$ cat src/rtl/race_turn_scheduler.sv
// race_turn_scheduler
// Round-robin turn scheduler for the dice race. Shares the colour-detection
// result stream among NUM_PLAYERS players and rejects stale or low-confidence
// results. Each accepted roll becomes a move command on a valid/ready
// handshake. The block tracks every position and declares the winner.
//
// Optional feature: define RTS_TURN_TIMEOUT_EN to skip a player who produces
// no accepted roll within TIMEOUT_CYCLES. Without it, turn_skipped is tied
// low and WAIT_ROLL waits indefinitely.
module race_turn_scheduler #(
  parameter int unsigned NUM_PLAYERS    = 4,
  parameter int unsigned FINISH_POS     = 15,
  parameter logic [15:0] CONF_THRESH    = 16'd1000,
  parameter int unsigned SETTLE_CYCLES  = 50000,
  parameter int unsigned TIMEOUT_CYCLES = 25000000
) (
  input  logic        clk,
  input  logic        reset,
  input  logic        game_start,
  input  logic        game_abort,
  input  logic        color_result_ready,
  input  logic [1:0]  movement_steps,
  input  logic [15:0] color_confidence,
  output logic        move_valid,
  output logic [1:0]  move_player,
  output logic [3:0]  move_from,
  output logic [1:0]  move_steps,
  input  logic        move_ready,
  output logic [1:0]  active_player,
  output logic [15:0] positions,
  output logic [2:0]  sched_state,
  output logic        winner_valid,
  output logic [1:0]  winner_id,
  output logic        turn_skipped
);

  localparam logic [2:0] S_IDLE   = 3'd0;
  localparam logic [2:0] S_ARM    = 3'd1;
  localparam logic [2:0] S_WAIT   = 3'd2;
  localparam logic [2:0] S_ISSUE  = 3'd3;
  localparam logic [2:0] S_COMMIT = 3'd4;
  localparam logic [2:0] S_NEXT   = 3'd5;
  localparam logic [2:0] S_DONE   = 3'd6;

  localparam logic [3:0]  FINISH_4     = 4'(FINISH_POS);
  localparam logic [1:0]  LAST_PLAYER  = 2'(NUM_PLAYERS - 1);
  localparam logic [31:0] SETTLE_LOAD  = 32'(SETTLE_CYCLES - 1);
  localparam logic [31:0] TIMEOUT_LAST = 32'(TIMEOUT_CYCLES - 1);

  // Position advance that saturates at the goal tile. The sum is formed at
  // five bits so 13+3 cannot wrap back to a low tile before the clamp.
  function automatic logic [3:0] sat_advance(input logic [3:0] from,
                                             input logic [1:0] steps);
    logic [4:0] sum;
    sum = {1'b0, from} + {3'b000, steps};
    if (sum >= {1'b0, FINISH_4}) begin
      sat_advance = FINISH_4;
    end else begin
      sat_advance = sum[3:0];
    end
  endfunction

  logic [2:0]  state;
  logic [31:0] settle_cnt;
  logic        roll_ok;
  logic        timeout_hit;
  logic [3:0]  new_pos;
  logic [3:0]  active_slot;

  assign sched_state = state;
  assign active_slot = {active_player, 2'b00};

  // A result counts only if it carries a colour and is confident enough
  always_comb begin
    roll_ok = color_result_ready && (movement_steps != 2'd0) &&
              (color_confidence >= CONF_THRESH);
  end

  // Landing tile for the command currently being committed
  always_comb begin
    new_pos = sat_advance(move_from, move_steps);
  end

`ifdef RTS_TURN_TIMEOUT_EN
  logic [31:0] wait_cnt;

  // Cycles spent in the current WAIT_ROLL visit; zero on the first cycle
  always_ff @(posedge clk or posedge reset) begin
    if (reset) begin
      wait_cnt <= 32'd0;
    end else if (state == S_WAIT && !game_abort && !roll_ok) begin
      wait_cnt <= wait_cnt + 32'd1;
    end else begin
      wait_cnt <= 32'd0;
    end
  end

  assign timeout_hit = (state == S_WAIT) && (wait_cnt == TIMEOUT_LAST);

  // One-cycle skip pulse; an accepted roll on the timeout cycle wins
  always_ff @(posedge clk or posedge reset) begin
    if (reset) begin
      turn_skipped <= 1'b0;
    end else begin
      turn_skipped <= timeout_hit && !roll_ok && !game_abort;
    end
  end
`else
  logic unused_timeout_cfg;
  assign unused_timeout_cfg = ^TIMEOUT_LAST;
  assign timeout_hit        = 1'b0;
  assign turn_skipped       = 1'b0;
`endif

  // Turn sequencing, move command register, position file and winner
  always_ff @(posedge clk or posedge reset) begin
    if (reset) begin
      state         <= S_IDLE;
      settle_cnt    <= 32'd0;
      active_player <= 2'd0;
      positions     <= 16'd0;
      move_valid    <= 1'b0;
      move_player   <= 2'd0;
      move_from     <= 4'd0;
      move_steps    <= 2'd0;
      winner_valid  <= 1'b0;
      winner_id     <= 2'd0;
    end else if (game_abort && state != S_IDLE) begin
      // Abort outranks every other event, including a pending transfer
      state         <= S_IDLE;
      active_player <= 2'd0;
      positions     <= 16'd0;
      move_valid    <= 1'b0;
      winner_valid  <= 1'b0;
      winner_id     <= 2'd0;
    end else begin
      case (state)
        S_IDLE: begin
          if (game_start && !game_abort) begin
            positions     <= 16'd0;
            active_player <= 2'd0;
            settle_cnt    <= SETTLE_LOAD;
            state         <= S_ARM;
          end
        end
        S_ARM: begin
          // Results seen here belong to the previous frame and are dropped
          if (settle_cnt == 32'd0) begin
            state <= S_WAIT;
          end else begin
            settle_cnt <= settle_cnt - 32'd1;
          end
        end
        S_WAIT: begin
          if (roll_ok) begin
            move_player <= active_player;
            move_from   <= positions[active_slot +: 4];
            move_steps  <= movement_steps;
            move_valid  <= 1'b1;
            state       <= S_ISSUE;
          end else if (timeout_hit) begin
            state <= S_NEXT;
          end
        end
        S_ISSUE: begin
          if (move_ready) begin
            move_valid <= 1'b0;
            state      <= S_COMMIT;
          end
        end
        S_COMMIT: begin
          positions[active_slot +: 4] <= new_pos;
          if (new_pos == FINISH_4) begin
            winner_id    <= active_player;
            winner_valid <= 1'b1;
            state        <= S_DONE;
          end else begin
            state <= S_NEXT;
          end
        end
        S_NEXT: begin
          active_player <= (active_player == LAST_PLAYER) ? 2'd0
                                                          : active_player + 2'd1;
          settle_cnt    <= SETTLE_LOAD;
          state         <= S_ARM;
        end
        S_DONE: begin
          state <= S_DONE;
        end
        default: begin
          state <= S_IDLE;
        end
      endcase
    end
  end

endmodule

$ cat config.mk
export PLATFORM = sky130hd
export DESIGN_NAME = race_turn_scheduler
export DESIGN_NICKNAME = d
export VERILOG_FILES = /design/src/rtl/race_turn_scheduler.sv
export SDC_FILE = /design/constraint.sdc
export NUM_CORES = 1
export LEC_CHECK = 0
export ABC_CLOCK_PERIOD_IN_PS = 6600
export BUFFER_PORTS_ARGS = -buffer_cell sky130_fd_sc_hd__clkbuf_2
export CAP_MARGIN = 20
export CORE_MARGIN = 2
export CORE_UTILIZATION = 35
export CTS_CLUSTER_SIZE = 40
export DETAILED_ROUTE_END_ITERATION = 10
export GPL_TIMING_DRIVEN = 0
export PLACE_DENSITY = 0.51
export SLEW_MARGIN = 0
export SYNTH_ARGS = -nofsm -noshare
export SYNTH_HDL_FRONTEND = slang
export SYNTH_SLANG_ARGS = --single-unit
$ cat constraint.sdc
create_clock -name clk -period 6.6 [get_ports clk]
set_input_delay 0.33 -clock clk [delete_from_list [all_inputs] [get_ports clk]]
set_output_delay 0.33 -clock clk [all_outputs]
set_load 0.005 [all_outputs]
==> results.py <==
metrics = {
    "cells_and_area": {
        "syn_to_final_growth_pct": 17.6,
        "antenna_cells": 0,
        "fin_util_pct": 41.8,
        "filler_cell_count": 1107,
        "multi_input_area_mm2": 0.00204,
        "stdcell_count": 609,
        "drive_gt1_share_pct": 21.7,
        "fin_nets": 496,
        "ff_latch_area_mm2": 0.00163,
    },
    "pwr": {
        "leakage_uw": 0.00203,
        "cellInternalPower_uw": 669,
        "clkPwrFrac_pct": 42.1,
        "pwr-share-seq_pct": 46.0,
        "combPwrFrac_pct": 11.9,
        "power.switching_uw": 261,
        "switching_share_pct": 28.0,
        "ir_worst_vdd_mv": 0.101,
        "pwr_density_cell_mw_per_mm2": 207,
        "power.total_uw": 930,
    },
    "grt": {
        "grt_pass1_wl_mm": 18.1,
        "grt_max_degree": 66,
        "grt_pass1_vias": 3388,
        "globalRouteTotalUtil_pct": 19.9,
        "antenna_found_initial": 0,
        "grt_overflow": 0,
    },
    "route": {
        "wl_per_cell_um": 18.4,
        "vias": 3527,
        "avgViaCountPerCell": 5.79,
        "routed-wl-met2_mm": 5.67,
        "met1Wirelength_mm": 5.04,
        "drcViolationCount": 0,
        "drt-total-wl_mm": 11.2,
        "drtAntennaViolNets": 0,
        "topRoutingLayerUsed": "met4",
        "drtPass1Iterations": 6,
        "wl_met3_um": 400,
        "drt_iter0_drc": 186,
    },
    "logic_synthesis": {
        "synthesis.instances": 399,
        "yosys-top-cells-area": "dfrtp_1 (43%), a22o_1 (4.4%), o31ai_1 (3.5%), a21oi_1 (2.9%), nor4_1 (2.8%)",
        "ys_types": 57,
        "synthDominantCellAreaShare_pct": 42.6,
        "synth_seq_area_share_pct": 42.6,
        "ys_ff_latch": 65,
        "ys.flop_type": "dfrtp_1",
        "async_flop_share_pct": 100,
        "syn_area_mm2": 0.00382,
        "yosysTopAreaCell": "dfrtp_1",
        "syn-num-nets": 431,
        "postSynthAreaPerCell_um2": 9.57,
        "yosysWarnings": 0,
        "synth_edf_count": 0,
    },
    "critical_path": {
        "critPathRequiredTime_ns": 6.81,
        "worst-path-max-fanout": 10,
        "endpoint_kind": "flip-flop",
        "critPathKind": "flip-flop to flip-flop",
        "cp-start-kind": "flip-flop",
        "arrival_ns": 3.13,
    },
    "floorplan": {
        "coreArea_mm2": 0.0107,
        "fp.dieW_um": 108,
        "initial_core_util_pct": 35.5,
        "io_pins": 58,
        "dieHeight_um": 108,
        "num_rows": 38,
        "die_area_mm2": 0.0118,
    },
    "sta": {
        "tns_ns": 0,
        "finalHoldViolations": 0,
        "tightest_slew_ns": 0.857,
        "finalMaxSlewViolations": 0,
        "fmax_mhz": 342,
        "skew_ns": 0.0171,
        "setup_viol": 0,
        "period_share_pct": 44.3,
        "finalCriticalPeriod_ns": 2.92,
        "rsz0062_at_grt": "no",
        "holdWs_ns": 0.139,
        "slew_headroom_pct": 42.1,
    },
    "clock_tree": {
        "cts_made_buffers": 9,
        "cts-root-buf": "clkbuf_8",
        "post-cts-setup-buffer-count": 0,
        "cts_tree": "built",
        "clockBufferDepth": 2,
        "clkLatencyLatePin_ns": 0.35,
        "holdBufCountCts": 0,
        "htreeDepth": 3,
        "post_cts_resized": 0,
        "clock_sinks": 65,
        "clk_pin_slew_ns": 0.09,
    },
    "placed_design": {
        "dp_cells": 593,
        "io_buffers": 53,
        "place_hpwl_mm": 7.88,
        "gp_congestion": 0.829,
    },
    "job": {
        "max-cap-violations": 0,
    },
    "hold_path": {
        "min_path_type": "input port to asynchronous set/reset pin",
    },
    "outcome": {
        "outcome": "completed",
    },
}
layout make-up:
class / instances / share of cell area, %
clock inverter: 5 / 1.76
sequential: 65 / 36.2
buffer: 22 / 2.40
clock buffer: 11 / 3.15
multi-input combinational: 300 / 45.4
tap: 140 / 3.90
timing repair buffer: 54 / 6.08
inverter: 12 / 1.06
logic make-up (layout without fill, tap and decap cells):
kind of cell	after synthesis	in the layout	synth area share [%]
buffers and inverters	34	104	4.00
xor gates and xnor gates	1	1	0.229
AOI/OAI and AO/OA	136	136	24.6
muxes	14	14	5.24
adders and majority gates	8	8	2.82
and+or+nand+nor	140	140	20.4
DFF	65	65	42.6
other	1	1	0.0982
worst paths after layout:
| path | depth (start not counted) | startpoint | slack [ns] | end |
|---|---|---|---|---|
| setup reg to reg | 9 | settle_cnt[0] | 3.68 | sched_state[0] |
| min in group clk | 2 | movement_steps[1] | 0.23 | move_steps[1] |
| setup / recovery | 9 | settle_cnt[0] | 3.68 | sched_state[0] |
| max in group asynchronous | 2 | reset | 5.91 | sched_state[1] |
| hold / removal | 2 | reset | 0.14 | active_player[1] |
| hold reg to reg | 1 | move_valid | 0.48 | move_valid |
layout by cell type, fill, tap and decap left out, types with 3 or more instances in the layout:
| master | count |
|---|---|
| nor3_1 | 14 |
| a31oi_1 | 14 |
| o31ai_1 | 18 |
| a21o_1 | 4 |
| o21ai_1 | 13 |
| a32o_1 | 3 |
| or4_1 | 3 |
| mux2_2 | 8 |
| inv_1 | 11 |
| nand2b_1 | 3 |
| clkbuf_8 | 10 |
| o211ai_1 | 4 |
| dfrtp_1 | 65 |
| and3_1 | 5 |
| buf_4 | 3 |
| clkbuf_2 | 53 |
| o21ai_0 | 18 |
| nand2_1 | 26 |
| nor3b_1 | 3 |
| a21oi_1 | 22 |
| a22o_1 | 19 |
| nor4_1 | 17 |
| o41ai_1 | 4 |
| nand3_1 | 10 |
| o21a_1 | 5 |
| clkbuf_1 | 17 |
| ha_1 | 7 |
| nor2_1 | 25 |
| mux4_2 | 4 |
| or2_2 | 5 |
| or3_1 | 5 |
| nand3b_1 | 3 |
| nand4_1 | 6 |
registers in the layout, summed over array words and instances (netlist names), 2 cells and up:
name and cells:
winner_id 2, positions 16, sched_state 3, move_player 2
settle_cnt 32, move_from 4, move_steps 2, active_player 2
layer usage:
metal,global-route usage [%],up-vias
met4,4.30,0
li1,-,1677
met1,25.6,1766
met3,3.50,10
met2,35.0,74
met5,0,-
worst max-delay path: stages, from the launching register on:
cell and delay, ns:
dfrtp_1 0.42, inv_1 0.12, ha_1 0.28, nor4b_2 0.36, nand4_1 0.35, or4_4 0.58
buf_6 0.16, nand2_1 0.15, buf_4 0.24, nand4_1 0.11
metrics by stage:
stage	setup slack (ns)	instance area (um^2)
finish	3.68	4490
global route	3.43	4490
floorplan	4.22	3820
CTS	3.69	4490
detailed placement	3.72	4270
global placement	3.68	4260
cells in the mapped netlist, types with 6 or more instances:
cell      count
nor3_1       14
a31oi_1      14
o31ai_1      18
clkbuf_1     16
nand2_1      26
o21ai_0      18
o21ai_1      13
dfrtp_1      65
mux2_2        8
nand4_1       6
a21oi_1      22
nor2_1       25
ha_1          7
a22o_1       19
inv_1        12
nor4_1       17
nand3_1      10
power groups by stage:
| stage | registers, uW | clock network, uW | logic [uW] |
|---|---|---|---|
| 6_report | 428 | 392 | 111 |
| 5_1_grt | 432 | 415 | 126 |
| 3_5_place_dp | 435 | 0 | 112 |
| 4_1_cts | 428 | 399 | 112 |
| 3_3_place_gp | 435 | 0 | 111 |
| 2_1_floorplan | 431 | 0 | 75.2 |
(Power assumes the default switching activity.)
